## src/rtl/aes_pkg.sv

```systemverilog
// Shared types and constants for the AES block writer.
package aes_pkg;

  localparam int unsigned WORDS_PER_BLOCK = 4;
  localparam int unsigned ROW_W           = 32;

  typedef logic [ROW_W-1:0] row_t;
  typedef row_t [WORDS_PER_BLOCK-1:0] block_t;

  typedef enum logic [1:0] {
    IDLE,
    WRITE,
    FULL
  } state_t;

endpackage

```

## src/rtl/aes_block_writer_if.sv

```systemverilog
// Block-input handshake and output-memory write bus of the AES block writer.
interface aes_block_writer_if
  import aes_pkg::*;
#(
  parameter int unsigned ADDR_W = 10
);

  logic              in_valid;
  logic              in_ready;
  row_t              in_row0;
  row_t              in_row1;
  row_t              in_row2;
  row_t              in_row3;
  logic              mem_wen;
  logic [ADDR_W-1:0] mem_addr;
  row_t              mem_wdata;

  // AES core / environment side: offers blocks, observes the memory writes.
  modport master (
    output in_valid,
    output in_row0,
    output in_row1,
    output in_row2,
    output in_row3,
    input  in_ready,
    input  mem_wen,
    input  mem_addr,
    input  mem_wdata
  );

  // Writer side: accepts blocks, drives the memory writes.
  modport slave (
    input  in_valid,
    input  in_row0,
    input  in_row1,
    input  in_row2,
    input  in_row3,
    output in_ready,
    output mem_wen,
    output mem_addr,
    output mem_wdata
  );

endinterface

```

## src/rtl/aes_block_writer.sv

```systemverilog
// Serializes 128-bit AES result blocks (four 32-bit rows) into a word-addressed
// output memory, one word per cycle, with a sticky full state once the memory
// has been written up to its last word.
module aes_block_writer
  import aes_pkg::*;
#(
  parameter int unsigned DEPTH  = 1024,
  parameter int unsigned ADDR_W = $clog2(DEPTH)
) (
  input  logic              clk,
  input  logic              rst,
  aes_block_writer_if.slave bus,
  output logic [ADDR_W-2:0] block_count,
  output logic              full
);

  localparam int unsigned IDX_W = $clog2(WORDS_PER_BLOCK);

  state_t             state_q, state_d;
  logic [ADDR_W-1:0]  addr_q, addr_d;
  logic [IDX_W-1:0]   idx_q, idx_d;
  logic [ADDR_W-2:0]  count_q, count_d;
  block_t             rows_q, rows_d;

  logic last_word;
  logic last_addr;
  logic ready;
  logic accept;

  assign last_word = (idx_q == IDX_W'(WORDS_PER_BLOCK - 1));
  assign last_addr = (addr_q == ADDR_W'(DEPTH - 1));

  // A new block may only enter when the current one is finishing and there is room after it.
  assign ready  = (state_q == IDLE) || ((state_q == WRITE) && last_word && !last_addr);
  assign accept = bus.in_valid && ready;

  // State register; reset takes priority over any handshake on the same edge.
  always_ff @(posedge clk) begin
    if (rst) begin
      state_q <= IDLE;
      addr_q  <= '0;
      idx_q   <= '0;
      count_q <= '0;
      rows_q  <= '0;
    end else begin
      state_q <= state_d;
      addr_q  <= addr_d;
      idx_q   <= idx_d;
      count_q <= count_d;
      rows_q  <= rows_d;
    end
  end

  // Next-state logic: latch on accept, step one word per cycle while writing.
  always_comb begin
    state_d = state_q;
    addr_d  = addr_q;
    idx_d   = idx_q;
    count_d = count_q;
    rows_d  = rows_q;
    unique case (state_q)
      IDLE: begin
        if (accept) begin
          rows_d  = {bus.in_row3, bus.in_row2, bus.in_row1, bus.in_row0};
          idx_d   = '0;
          state_d = WRITE;
        end
      end
      WRITE: begin
        addr_d = addr_q + 1'b1;
        idx_d  = idx_q + 1'b1;
        if (last_word) begin
          count_d = count_q + 1'b1;
          if (last_addr) begin
            state_d = FULL;
          end else if (accept) begin
            rows_d  = {bus.in_row3, bus.in_row2, bus.in_row1, bus.in_row0};
            idx_d   = '0;
          end else begin
            state_d = IDLE;
          end
        end
      end
      FULL: begin
        state_d = FULL;
      end
      default: begin
        state_d = IDLE;
      end
    endcase
  end

  // Outputs come from registered state only.
  assign bus.in_ready  = ready;
  assign bus.mem_wen   = (state_q == WRITE);
  assign bus.mem_addr  = addr_q;
  assign bus.mem_wdata = rows_q[idx_q];
  assign block_count   = count_q;
  assign full          = (state_q == FULL);

endmodule

```

## src/flat_wrapper.sv

```systemverilog
// flat-port wrapper written by rule: the top's interface ports become plain ports
module aes_block_writer_flat import aes_pkg::*;
#(
  parameter int unsigned DEPTH  = 1024,
  parameter int unsigned ADDR_W = $clog2(DEPTH)
)
  (clk, rst, block_count, full, bus_in_valid, bus_in_row0, bus_in_row1, bus_in_row2, bus_in_row3, bus_in_ready, bus_mem_wen, bus_mem_addr, bus_mem_wdata);
  aes_block_writer_if #(.ADDR_W(ADDR_W)) bus_i ();
  input  logic clk;
  input  logic rst;
  output logic [ADDR_W-2:0] block_count;
  output logic full;
  input wire logic [$bits(bus_i.in_valid)-1:0] bus_in_valid;
  input wire logic [$bits(bus_i.in_row0)-1:0] bus_in_row0;
  input wire logic [$bits(bus_i.in_row1)-1:0] bus_in_row1;
  input wire logic [$bits(bus_i.in_row2)-1:0] bus_in_row2;
  input wire logic [$bits(bus_i.in_row3)-1:0] bus_in_row3;
  output wire logic [$bits(bus_i.in_ready)-1:0] bus_in_ready;
  output wire logic [$bits(bus_i.mem_wen)-1:0] bus_mem_wen;
  output wire logic [$bits(bus_i.mem_addr)-1:0] bus_mem_addr;
  output wire logic [$bits(bus_i.mem_wdata)-1:0] bus_mem_wdata;
  assign bus_i.in_valid = bus_in_valid;
  assign bus_i.in_row0 = bus_in_row0;
  assign bus_i.in_row1 = bus_in_row1;
  assign bus_i.in_row2 = bus_in_row2;
  assign bus_i.in_row3 = bus_in_row3;
  assign bus_in_ready = bus_i.in_ready;
  assign bus_mem_wen = bus_i.mem_wen;
  assign bus_mem_addr = bus_i.mem_addr;
  assign bus_mem_wdata = bus_i.mem_wdata;
  aes_block_writer #(.DEPTH(DEPTH), .ADDR_W(ADDR_W)) u_core (.clk(clk), .rst(rst), .bus(bus_i), .block_count(block_count), .full(full));
endmodule
```

## config.mk

```make
export PLATFORM = sky130hd
export DESIGN_NAME = aes_block_writer_flat
export DESIGN_NICKNAME = d
export VERILOG_FILES = /design/src/rtl/aes_pkg.sv /design/src/rtl/aes_block_writer_if.sv /design/src/rtl/aes_block_writer.sv /design/src/flat_wrapper.sv
export SDC_FILE = /design/constraint.sdc
export NUM_CORES = 1
export LEC_CHECK = 0
export CORE_ASPECT_RATIO = 1.1
export CORE_MARGIN = 3
export CORE_UTILIZATION = 49
export DETAILED_ROUTE_END_ITERATION = 6
export PLACE_DENSITY = 0.79
export SLEW_MARGIN = 30
export SYNTH_ARGS = -nofsm -noshare
export SYNTH_HDL_FRONTEND = slang
export SYNTH_SLANG_ARGS = --single-unit
```

## constraint.sdc

```tcl
create_clock -name clk -period 2.3 [get_ports clk]
set_clock_uncertainty 0.2 [all_clocks]
set_input_delay 0.46 -clock clk [delete_from_list [all_inputs] [get_ports clk]]
set_output_delay 0.46 -clock clk [all_outputs]
set_load 0.005 [all_outputs]
```

* After elaboration in Yosys (flattened, before gate mapping)
Index checks and enable logic that the tools add are counted.
Cells by class: $add $sub $neg 3, order comparisons 1, equality and inequality tests 8, muxes and demuxes 16, reductions and logical operators 11
Operators by type and width (count):
- 2-to-1 mux 128 bit | 3
- one-hot mux 128 bit (2 select lines) | 1
- binary-select mux 32 bit (select 2 bit) | 1
- 2-to-1 mux 32 bit | 1
- 2-to-1 mux 2 bit | 8
- adder 10 x 1 -> 10 bit (second input constant) | 1
- == test 10 bit (second input constant) | 1
- adder 9 x 1 -> 9 bit (second input constant) | 1
- one-hot mux 2 bit (3 select lines) | 1
- AND reduction 3 bit | 2
- == test 2 bit (second input constant) | 2
- != test 2 x 1 -> 1 bit (second input constant) | 2
- one-hot mux 2 bit (2 select lines) | 1
- AND reduction 2 bit | 2
- logical AND 1 bit | 3
- less-than comparator 2 x 3 -> 1 bit (second input constant) | 1
- != test 3 x 2 -> 1 bit (second input constant) | 1
- adder 2 x 1 -> 2 bit (second input constant) | 1
- == test 2 x 1 -> 1 bit (second input constant) | 1
- zero test 2 bit | 1
- != test 2 bit (second input constant) | 1
- nonzero test 2 bit | 1
- zero test 1 bit | 1
- logical OR 1 bit | 1
Storage, ports and cells: flip-flop bits (word level) 151, input bits 131, output and inout bits 54

* Depth between registers and ports, before layout
depth after elaboration 9, gate-level depth with buffers 7

* Least setup slack after synthesis
OpenSTA, ideal clock, no wires.
path kind reg2out, start point register u_core.idx_q[0], end point output port bus_mem_wdata[10], data arrival time 1.389 ns, setup slack 0.251 ns, cell stages (with the launch flop) 4, buffers on the path 2, cells stage by stage dfxtp_1 -> buf_2 -> buf_2 -> mux4_2
Between the ends: word-level cells in the longest chain between the ends 2
RTL lines:
- start: declaration | line aes_block_writer.sv:21 | logic [IDX_W-1:0] idx_q, idx_d;
- start signal: assignment | line aes_block_writer.sv:48 | idx_q <= idx_d;
- binary-select mux 32 bit (select 2 bit) | line aes_block_writer.sv:97 | assign bus.mem_wdata = rows_q[idx_q];
- 2-to-1 mux 32 bit (not written as such) | line aes_block_writer.sv:97
- end: declaration | line flat_wrapper.sv:21 | output wire logic [$bits(bus_i.mem_wdata)-1:0] bus_mem_wdata;
Every way passes these cells. The select of a mux whose other input is x is not followed.

* Worst setup path in the final report
start point register u_core.idx_q[1], end point output port bus_mem_wdata[24]
The elaborated chain is that of the path after synthesis.

==> results by group <==
STA
  • Max Transition Viols Final: 0
  • Clock period minus final worst setup slack: 2360 ps
  • Setup TNS Final: -570 ps
  • Worst slew pin tran: ~380 ps
  • Final setup margin: -61.1 ps
  • Tcrit/Tclk final: 103%
  • Final hold violation count: 0
  • Fin Hold WS: 268 ps
  • Fmax: 424 MHz
  • Endpoints failing setup: 15
  • Worst slew margin: between 70% and 80%
  • RSZ-0062 raised after global routing: true

Global route
  • First-pass GRT wire length: slightly below 30 mm
  • Largest net degree at the start of global routing: 132
  • Vias in the first global route: approximately 6,000
  • Initial antenna violation count: 0
  • Total GRT Usage: 21.3%
  • Total grt overflow: 0

Layout
  • Area delta synth->final: 35.0%
  • Final Non-Filler Cells: between 1,000 and 1,500
  • Most frequent cells in the layout: nand2b_1, clkdlybuf4s50_1, dfxtp_1
  • Register area: between 3000 and 4000 um2
  • Fillers: 1,165
  • Core Util, Final: 68.2%
  • Diodes inserted: 0
  • Layout cells sized above 1: 16.8%
  • Area of the multi-input gates: 4230 um2
  • Nets: about 1,000
  • Commonest non-fill, non-tap cell in the layout: nand2b_1

Detailed routing
  • Number of remaining DRC errors: 0
  • Vias: 5,704
  • Drt wl/cell: 16.1 um
  • Antenna Nets Post-Route: 0
  • Vias per inst: 5.09
  • Total Wirelength: 18.1 mm
  • Initial DRC count: between 200 and 300
  • First-pass DRT Iterations: 4

Critical path
  • CP endpoint kind: output pin
  • Worst path most repeated cell: buf_12
  • Crit Path Category: register to output pin
  • Worst path max stage delay: 530 ps
  • Startpoint types: register
  • Arr. time, crit path: 1700 ps
  • CP bufs+invs: 3
  • Slowest cell on crit path: mux4_2
  • Crit-path max FO: 5
  • Cell chain of the critical path: buf_12 > buf_12 > mux4_2 > buf_6
  • Worst Path Required: 1640 ps
  • Worst path top cell family by delay: multiplexers

Place
  • Routability cong.: 0.817
  • DP Cell Count: between 1,000 and 1,500
  • DP Wirelength: 12.5 mm
  • Setup WS pre-CTS: between 40 and 50 ps
  • PortBufs: 184

Clock tree
  • Total CTS buffers: 17
  • Clk root buf: clkbuf_16
  • Clock slew at reported path FFs: roughly 60 ps
  • CTS Sinks: 151
  • H-tree depth: 4
  • Clk_lat worst skew: between 400 and 500 ps
  • Hold-fix buffer count after cts: 0
  • Clock buffer depth: 2
  • CTS tree: yes

Min path
  • Hold WC Path Type: register to register

Yosys
  • Post-synth net total: 854
  • Number of synthesized flops with an enable pin: 0
  • Ys flop type: dfxtp_1
  • Flops & latches, synth: between 150 and 200
  • Cells after Synth: 720
  • Ys Warns: 0
  • Ys async rst share: 0%
  • Synth Cell Area: approximately 7700 um2
  • Register area share after synthesis: 39.5%
  • Cell variety after synth: 34
  • Synthesized area per cell: 10.6 um2

Pwr
  • Power density cells: 623 nW/um2
  • Lkg Pwr: 0.00399 uW
  • Peak supply drop: ~470 uV

Outcome
  • Status: finished with violations
  • Failing checks: setup timing

Floorplanning
  • # IOs: 185
  • # rows: 47
  • Die Y: 137 um
  • Initial Util: roughly half
  • Die W: roughly 130 um
  • Die area: 17,200 um2
  • Core area: 15,200 um2

Run
  • Max-cap violations: 0
## worst paths after layout
check | startpoint | end | slack (ps) | cells past startpoint
setup / recovery | u_core.idx_q[1] | bus_mem_wdata[24] | -60 | 4
setup reg to reg | u_core.bus.mem_addr[9] | u_core.rows_q[119] | 140 | 9
hold reg to reg | u_core.rows_q[40] | u_core.rows_q[40] | 270 | 2
hold / removal | u_core.rows_q[40] | u_core.rows_q[40] | 270 | 2
## synth_stat cells (2+ instances only)
| cell | count | area (um2) |
|---|---|---|
| nor4_1 | 2 | 12.5 |
| nand2_1 | 9 | 33.8 |
| xor2_1 | 4 | 35.0 |
| mux4_2 | 32 | 721 |
| nor2_1 | 18 | 67.6 |
| buf_12 | 13 | 260 |
| ha_1 | 3 | 37.5 |
| mux2i_1 | 128 | 1280 |
| xnor2_1 | 11 | 96.3 |
| inv_1 | 5 | 18.8 |
| nand3b_1 | 3 | 22.5 |
| a21oi_1 | 7 | 35.0 |
| nor3_1 | 9 | 45.0 |
| nand2b_1 | 258 | 1610 |
| o21ai_0 | 2 | 10.0 |
| clkbuf_1 | 31 | 116 |
| nand3_1 | 3 | 15.0 |
| buf_2 | 11 | 55.1 |
| dfxtp_1 | 151 | 3020 |
| or3_1 | 2 | 12.5 |
| nand4_1 | 5 | 31.3 |
## flip-flops by register name, summed over array words and instances (netlist names)
name and count:
u_core.bus.mem_addr 10, u_core.block_count 9, u_core.rows_q 128, u_core.idx_q 2
u_core.state_q 2
## power by group
part | switching (uW) | total (uW) | internal [uW]
Clock | 997 | 2580 | 1580
Sequential | 92.6 | 2860 | 2770
Combinational | 372 | 1000 | 631
## metrics by stage
step,cell area (um2),total power [uW]
after floorplan,7660,3480
after global placement,9690,3890
after detailed placement,9690,3920
after CTS,10400,6510
after global routing,10300,6710
final,10300,6450
## worst min-delay path: stages (launching register included)
cell and delay, ps:
dfxtp_1 300, nand2b_1 60, mux2i_1 60
## logic make-up after synthesis
logic type / after synthesis / synth area share [%]
compound gates: 15 / 1.22
flops: 151 / 39.5
xor+xnor: 15 / 1.71
buf+inv: 61 / 6.03
fa+ha+maj: 3 / 0.490
simple gates: 315 / 25.0
mux: 160 / 26.1
## cell type report
class,count,area share [%]
repair buffers,232,21.9
well taps,196,2.37
multi-input cells,508,40.9
clock inverters,3,0.411
inverters,5,0.181
clock buffers,26,4.83
flip-flops and latches,151,29.4
## what timing repair did
action / CTS / global route
resized for setup: 157 / 9
buffers inserted: 14 / 2
endpoints found under the setup margin: 35 / 32
hold endpoints to repair: 0 / 0
pin swaps: 4 / 2
cloned: 3 / 0
## routing by layer
metal | track usage [%] | part of all wire [%] | vias to the layer above
li1 | - | - | 2812
met1 | 25.8 | 42 | 2730
met2 | 36.8 | 50 | 134
met3 | 5.66 | 5.1 | 28
met4 | 7.23 | 2.2 | 0
met5 | 0 | 0 | -
No activity file was read; power rests on OpenSTA's default activity.
==> RTL change, RTL diff (same flow settings) <==
Encoding of `state_t`: now one-hot (3 bits for 3 states).
--- a/src/rtl/aes_pkg.sv
+++ b/src/rtl/aes_pkg.sv
@@ -9,6 +9,6 @@
 
-  typedef enum logic [1:0] {
-    IDLE,
-    WRITE,
-    FULL
+  typedef enum logic [2:0] {
+    IDLE  = 3'b001,
+    WRITE = 3'b010,
+    FULL  = 3'b100
   } state_t;
Function: no difference found for any inputs over 4 cycles, from zero or initial values and one cycle with rst high; so few cycles prove little.
==> RTL change against the unedited design <==
The flow still finishes with violations (setup timing). Worst setup slack got worse by 76 ps. Sequential power rose by 2%. Core utilization rose by 2.8 points. Sequential share of layout area fell by 1.4 points. Maximum frequency fell by 3.1%. Power rose by 7.4%. Area after synthesis rose by 2.4%. Final area rose by 5.3%. Non-clock buffer count rose by 12. Die area rose by 2.3%. Sequential cell count rose by 1. Worst hold slack got worse by 36 ps. Routed wire length rose by 12%. Largest cell class unchanged. Largest power group unchanged. Highest routed layer unchanged.
==> RTL change: results (changes against the unedited design) <==
* Status: finished with violations
* Failing checks: setup timing
* Plain + repair buffers at 244 (+5.2%)
* Setup_tns at -2539 ps (-1969 ps)
* Reg-to-Reg Start: u_core.idx_q[0]
* Synth cell count leaders: nand2b_1, dfxtp_1, mux2i_1
* Xor/xnor cell area share of the yosys netlist at 1.674% (-0.041 points)
* Number of clock buffers in the layout at 19 (-27%)
* Actual slew at the worst max-slew pin at 429.3 ps (+53.05 ps)
* Final HPWL DP at 13.50 mm (+7.6%)
* Min-Delay Startpoint: rst
* Metal3 WL at 1.386 mm (+51%)
* WL final at 20.17 mm (+12%)
* Design area at 10890 sq um (+5.3%)
* FF-to-FF End: u_core.rows_q[30]
* Synth Area in Compound Gates at 2.024% (+0.80 points)
* Crit-path max FO at 4 (-1)
* Synthesized area per cell at 10.64 sq um (about the same)
* Number of global-route vias before repair at 6433 (+7.3%)
* Final setup margin at -136.8 ps (-75.76 ps)
* #MultiIn Comb at 521 (+2.6%)
* Finish-stage setup viols at 53 (+38)
* Layout Utilization at 70.97% (+2.8 points)
* Post-Layout Cell Count at 1152 (+2.8%)
* Pre-CTS WS at -9.786 ps (-57.34 ps)
* Initial DRC count at 267 (-0.37%)
* Fraction of area in multi-input gates at 40.06% (-0.82 points)
* Met3 Resource Use GR at 6.510% (+0.85 points)
* FF-to-FF path depth at 11 (+2)
RTL change: cell types whose count changed in the layout (fill, tap and decap cells not counted), sizes merged, moves of 3 or more:
| cell | before | now |
|---|---|---|
| nand3 | 3 | 6 |
| buf | 81 | 90 |
| nand3b | 3 | 0 |
| clkbuf | 26 | 23 |
| nor2 | 18 | 21 |
| a211oi | 1 | 4 |
| clkinv | 1 | 6 |
| clkinvlp | 1 | 4 |
| nand4 | 6 | 3 |
RTL change: what timing repair did:
| item | in CTS | in global routing |
|---|---|---|
| endpoints found under the setup margin | 35 | 37 |
| resized for setup | 153 | 23 |
| pin swaps | 2 | 2 |
| cloned | 3 | 4 |
| setup buffers | 16 | 6 |
RTL change: power groups by stage:
stage / logic (mW) / registers [mW] / clock network [mW]
2_1_floorplan: 0.710 / 2.94 / 0
3_3_place_gp: 1.07 / 2.96 / 0
3_5_place_dp: 1.10 / 2.97 / 0
4_1_cts: 1.09 / 2.92 / 2.85
5_1_grt: 1.27 / 2.94 / 2.97
6_report: 1.19 / 2.92 / 2.81
